<file path="config.mk">
export PLATFORM = sky130hd
export DESIGN_NAME = regfile_sb
export DESIGN_NICKNAME = d
export VERILOG_FILES = /design/src/rtl/regfile_sb_pkg.sv /design/src/rtl/regfile_sb_busy.sv /design/src/rtl/regfile_sb.sv
export SDC_FILE = /design/constraint.sdc
export NUM_CORES = 1
export LEC_CHECK = 0
export CAP_MARGIN = 0
export CORE_MARGIN = 3
export CORE_UTILIZATION = 31
export CTS_CLUSTER_SIZE = 8
export DETAILED_ROUTE_END_ITERATION = 6
export DONT_BUFFER_PORTS = 1
export PLACE_DENSITY = 0.43
export SETUP_SLACK_MARGIN = 0.02
export SYNTH_ARGS = -nofsm -noshare
export SYNTH_HDL_FRONTEND = slang
export SYNTH_SLANG_ARGS = --single-unit
export TNS_END_PERCENT = 10
</file>
<file path="constraint.sdc">
create_clock -name clk -period 4.66 [get_ports clk]
set_clock_uncertainty 0.15 [all_clocks]
set_input_delay 0.932 -clock clk [delete_from_list [all_inputs] [get_ports clk]]
set_output_delay 0.932 -clock clk [all_outputs]
set_load 0.005 [all_outputs]
</file>
<file path="src/rtl/regfile_sb_pkg.sv">
// Shared types and packed-port slice helpers for the regfile_sb register file.
package regfile_sb_pkg;

   typedef enum logic {
      ST_CLEAR = 1'b0,
      ST_RUN   = 1'b1
   } state_t;

   // Low bit of port idx inside a packed bus of w-bit fields.
   function automatic int unsigned slice_lo(input int unsigned idx, input int unsigned w);
      return idx * w;
   endfunction

endpackage

</file>
<file path="src/rtl/regfile_sb_busy.sv">
// Per-entry pending-write scoreboard with one set port, one clear port and NUM_READ lookups.
module regfile_sb_busy
   import regfile_sb_pkg::*;
#(
   parameter  int unsigned DEPTH    = 32,
   parameter  int unsigned NUM_READ = 2,
   localparam int unsigned AW       = $clog2(DEPTH)
) (
   input  logic                   clk,
   input  logic                   rst,
   input  logic                   set_en,
   input  logic [AW-1:0]          set_addr,
   input  logic                   clr_en,
   input  logic [AW-1:0]          clr_addr,
   input  logic [NUM_READ*AW-1:0] lk_addr,
   output logic [NUM_READ-1:0]    lk_busy_c
);

   logic [DEPTH-1:0] r_busy;

   // Set is applied after clear so a new producer wins a same-edge collision.
   always_ff @(posedge clk or posedge rst) begin
      if (rst) begin
         r_busy <= '0;
      end else begin
         if (clr_en) r_busy[clr_addr] <= 1'b0;
         if (set_en) r_busy[set_addr] <= 1'b1;
      end
   end

   for (genvar i = 0; i < NUM_READ; i++) begin : g_lk
      assign lk_busy_c[i] = r_busy[lk_addr[slice_lo(i, AW) +: AW]];
   end

endmodule

</file>
<file path="src/rtl/regfile_sb.sv">
// Multi-read-port register file with busy scoreboard and power-up clear engine.
// Optional same-cycle write-to-read forwarding: define REGFILE_SB_BYPASS_EN.
module regfile_sb
   import regfile_sb_pkg::*;
#(
   parameter  int unsigned DATA_W   = 32,
   parameter  int unsigned DEPTH    = 32,
   parameter  int unsigned NUM_READ = 2,
   parameter  int unsigned ZERO_REG = 1,
   localparam int unsigned AW       = $clog2(DEPTH)
) (
   input  logic                       clk,
   input  logic                       reset,
   output logic                       ready,
   input  logic [NUM_READ*AW-1:0]     rd_addr,
   output logic [NUM_READ*DATA_W-1:0] rd_data,
   output logic [NUM_READ-1:0]        rd_busy,
   input  logic                       wr_en,
   input  logic [AW-1:0]              wr_addr,
   input  logic [DATA_W-1:0]          wr_data,
   input  logic                       busy_set,
   input  logic [AW-1:0]              busy_addr
);

   state_t            r_state;
   logic [AW-1:0]     r_cnt;
   logic              r_ready;
   logic [DATA_W-1:0] r_mem [DEPTH];

   logic              w_wr_ok;
   logic              w_set_ok;
   logic [NUM_READ-1:0] w_busy;

   assign w_wr_ok  = wr_en    && r_ready && !((ZERO_REG != 0) && (wr_addr   == '0));
   assign w_set_ok = busy_set && r_ready && !((ZERO_REG != 0) && (busy_addr == '0));
   assign ready    = r_ready;

   // Clear sequencer: one entry per edge, RUN on the edge that writes the last entry.
   always_ff @(posedge clk or posedge reset) begin
      if (reset) begin
         r_state <= ST_CLEAR;
         r_cnt   <= '0;
         r_ready <= 1'b0;
      end else begin
         case (r_state)
            ST_CLEAR: begin
               r_cnt <= r_cnt + AW'(1);
               if (r_cnt == AW'(DEPTH - 1)) begin
                  r_state <= ST_RUN;
                  r_ready <= 1'b1;
               end
            end
            default: begin
               r_state <= ST_RUN;
               r_ready <= 1'b1;
            end
         endcase
      end
   end

   always_ff @(posedge clk) begin
      if (r_state == ST_CLEAR) begin
         r_mem[r_cnt] <= '0;
      end else if (w_wr_ok) begin
         r_mem[wr_addr] <= wr_data;
      end
   end

   regfile_sb_busy #(
      .DEPTH    (DEPTH),
      .NUM_READ (NUM_READ)
   ) u_busy (
      .clk       (clk),
      .rst       (reset),
      .set_en    (w_set_ok),
      .set_addr  (busy_addr),
      .clr_en    (w_wr_ok),
      .clr_addr  (wr_addr),
      .lk_addr   (rd_addr),
      .lk_busy_c (w_busy)
   );

   for (genvar i = 0; i < NUM_READ; i++) begin : g_rd
      logic [AW-1:0]     w_a;
      logic              w_zero;
      logic [DATA_W-1:0] w_d;
      logic              w_b;

      assign w_a    = rd_addr[slice_lo(i, AW) +: AW];
      assign w_zero = (ZERO_REG != 0) && (w_a == '0);

      always_comb begin
         w_d = '0;
         w_b = 1'b0;
         if (r_ready && !w_zero) begin
            w_d = r_mem[w_a];
            w_b = w_busy[i];
`ifdef REGFILE_SB_BYPASS_EN
            if (wr_en && (wr_addr == w_a)) begin
               w_d = wr_data;
               w_b = 1'b0;
            end
`endif
         end
      end

      assign rd_data[slice_lo(i, DATA_W) +: DATA_W] = w_d;
      assign rd_busy[i]                             = w_b;
   end

endmodule

</file>
==> results.toml <==
[grt]
grt_pass1_vias = 32200
grtUsageTotal_pct = 22.4
grt_max_degree = 260
grt_pass1_wl_um = 263000
antenna_found_initial = 8
grt_remaining_overflow = 0

[synth]
synthFlopType = "edfxtp_1"
avgSynthCellArea_sq_um = 16.1
synthAdderAreaFrac_pct = 0.0497
yosysUniqueCellTypes = 57
synth_seq_cells = 1063
synth_edf_count = 1024
synth-xor-area-share_pct = 0.0522
syn_inst = 3119
synth_fp_nets = 3177
muxShareOfSynthArea_pct = 21.6
synth-simple-area-share_pct = 5.66
synth_compound_area_share_pct = 7.17
synthArstFlopShare_pct = 3.67
synth_area_sq_um = 50300
synth_seq_area_share_pct = 63.0
yosys_warnings = 0
synth_top_family_by_area = "multiplexers"

[sta]
maxSlewHeadroom_pct = -19.0
setup_ws_ps = -83.7
period_share_pct = 102
rsz0062_at_grt = "false"
fin_setup_tns_ps = -121
slew_violations = 135
finalHoldViolCount = 0
period_minus_slack_ps = 4740
worst_pin_slew_ps = 1780
setup_viol = 3
max_freq_ghz = 0.211

[clocking]
path_clk_slew_ps = 50
cts_hold_buf = 1
tritoncts = "yes"
cts_made_buffers = 152
post_cts_buffers = 0
h-tree-depth = 4
cts_resized = 0
clockBufferDepth = 3
clock_latency_ps = 760
clockRootBuffer = "clkbuf_16"
clkSinkCount = 1063

[worst_setup_path]
start_kind = "input port"
criticalPathCategory = "in -> out"
reg2reg_slack_ps = 920
path_max_fanout = 221
reg2reg_depth = 6
max_stage_delay_ps = 870
crit_path_cell_trace = "nor2_4 > buf_4 > a22oi_1 > a31oi_1 > nand3_1"
critPathTopFamily = "simple AND/OR/NAND/NOR gates"
cp-startpoint = "rd_addr[2]"
cp_data_required_time_ps = 3580
crit_slowest_cell = "nor2_4"
cp_num_buf_inv = 1
r2r-end = "r_mem[2][1]"
r2r-start = "ready"
worstPathArrival_ps = 3660
cp-end-kind = "output port"

[die]
rows = 147
io_pins = 123
core_area_sq_um = 161000
start_util_pct = 31.3
dieArea_sq_um = 167000
die_h_um = 409
die_w_um = 409

[power]
internal-power_w = 0.0172
p_sw_w = 0.00498
p_comb_share_pct = 6.9
switching_share_pct = 22.5
seq_power_share_pct = 47.9
clkPwrFrac_pct = 45.2
power_density_nw_per_um2 = 383
p_leak_nw = 20.2
irDropWorstVdd_v = 0.000205

[worst_hold_path]
hp-start = "wr_addr[1]"
hold_depth = 2
whs_endpoint = "u_busy.r_busy[29]"
hold_class = "in -> reg"

[run]
drv_cap = 0

[place]
io_buffer_count = 0
dp_hpwl_um = 109000
gp_congestion = 0.837

[layout]
area_delta_synth_final_pct = 14.7
drive_above_1_share_pct = 26.3
finalNetCount = 3224
fin_util_pct = 35.9

[route]
routed_wl_um = 190000
routedWlPerCell_um = 35.6
via_per_inst = 5.92
drc = 0
drt_first_pass_iters = 6
drt_iter0_drc = 3601
ant_nets = 0
via_count = 31700

[status]
failed_checks = "max-slew violations, negative setup slack"
outcome = "finished with violations"
-- area by class of cell --
| cell class | instances | area [sq um] |
|---|---|---|
| multi-input combinational | 1800 | 17700 |
| antenna | 4 | 10.0 |
| clock inverter | 11 | 134 |
| clock buffer | 167 | 4000 |
| timing repair buffer | 140 | 1430 |
| sequential | 1063 | 31700 |
| tap | 2160 | 2700 |
| fill | 15000 | 103000 |
| inverter | 9 | 33.8 |
-- power by group through the flow --
stage               clock network, W  registers [W]  logic, W
floorplan                          0         0.0108   0.00104
global placement                   0         0.0108   0.00149
detailed placement                 0         0.0108   0.00151
CTS                           0.0102         0.0106   0.00151
global route                  0.0106         0.0106   0.00159
finish                        0.0100         0.0106   0.00152
-- per-layer routing --
| metal | track usage [%] | wire (um) | vias up |
|---|---|---|---|
| li1 | - | - | 12900 |
| met2 | 36.0 | 89900 | 1474 |
| met4 | 6.56 | 4960 | 0 |
| met5 | 0 | 0 | - |
| met3 | 4.24 | 14100 | 277 |
| met1 | 30.8 | 81400 | 17000 |
-- worst register-to-register path, cell delays in order, from the launching register on --
cell     delay (ps)
dfrtp_1         740
buf_4           330
nand3_1         190
a21oi_4         330
o21ai_1         370
nor3_2          490
buf_4           670
-- logic make-up after synthesis --
kind of cell,count (synthesis)
AND/OR/NAND/NOR,514
XOR/XNOR,3
buffers and inverters,256
flip-flops,1063
AO/OA/AOI/OAI,546
multiplexers,735
adder cells (fa/ha/maj),2
-- per-stage QoR --
stage	cell area [sq um]	std cells	setup WS (ps)	total power [W]	hold WS [ps]
after floorplan	50300	3119	-158	0.0118	291
after global placement	53600	5171	644	0.0123	227
after detailed placement	53600	5171	590	0.0123	251
after CTS	57700	5350	98.8	0.0224	116
after global routing	57700	5351	74.2	0.0228	147
final	57700	5354	-83.7	0.0221	184
-- flip-flops by register name (all words and copies together) (netlist names) --
register / cells
r_mem: 1024
u_busy.r_busy: 32
r_cnt: 5
r_state: 1
ready: 1
-- cells in the mapped netlist, types with 3 or more instances --
cell      count  area [sq um]
edfxtp_1   1024         30700
nor4bb_1      3          30.0
and2_1       37           231
or3_1        35           219
dfrtp_1      39           976
mux2_2      202          2270
buf_4        18           135
nand3b_1      5          37.5
xnor2_1       3          26.3
o21ai_0     120           601
a21oi_1      63           315
nor2b_1      75           469
nor3_1       31           155
o22ai_1      71           444
and3_1       31           194
a31oi_1       8          50.1
buf_6         9           101
buf_1        14          52.6
buf_2       102           510
nand4_1      62           388
and4b_1       3          30.0
or3b_2        3          26.3
mux2i_1     272          2720
nand2b_1      6          37.5
o31a_1       33           289
nand3_1     104           521
inv_1         9          33.8
nor2_1       27           101
a22oi_1     166          1250
mux4_2      260          5860
clkbuf_1    103           387
nand2_1      78           293
a32o_1        6          60.1
a211oi_1     67           503
-- layout by cell type, fill, tap and decap left out, types with 4 or more instances in the layout --
cell / netlist / routed
a211oi_1: 67 / 67
a21oi_1: 63 / 62
a22oi_1: 166 / 166
a31oi_1: 8 / 8
a32o_1: 6 / 6
and2_1: 37 / 33
and2_2: 0 / 4
and3_1: 31 / 30
buf_12: 0 / 30
buf_4: 18 / 109
clkbuf_1: 103 / 8
clkbuf_16: 0 / 158
dfrtp_1: 39 / 39
diode_2: 0 / 4
edfxtp_1: 1024 / 1024
inv_1: 9 / 9
inv_6: 0 / 5
mux2_2: 202 / 202
mux2i_1: 272 / 272
mux4_2: 260 / 260
nand2_1: 78 / 77
nand2b_2: 0 / 4
nand3_1: 104 / 103
nand3b_1: 5 / 5
nand4_1: 62 / 62
nor2_1: 27 / 16
nor2_4: 0 / 11
nor2b_1: 75 / 70
nor2b_4: 0 / 5
nor3_1: 31 / 7
nor3_2: 0 / 24
o21ai_0: 120 / 120
o22ai_1: 71 / 71
o31a_1: 33 / 33
or3_1: 35 / 35
-- worst max-delay path by stage --
stage | to | cells past startpoint
floorplan | r_mem[3][0] | 5
global placement | rd_data[39] | 5
detailed placement | rd_data[39] | 5
CTS | rd_data[37] | 5
global route | rd_data[39] | 5
finish | rd_data[2] | 5
Power figures use the tool's default switching activity.
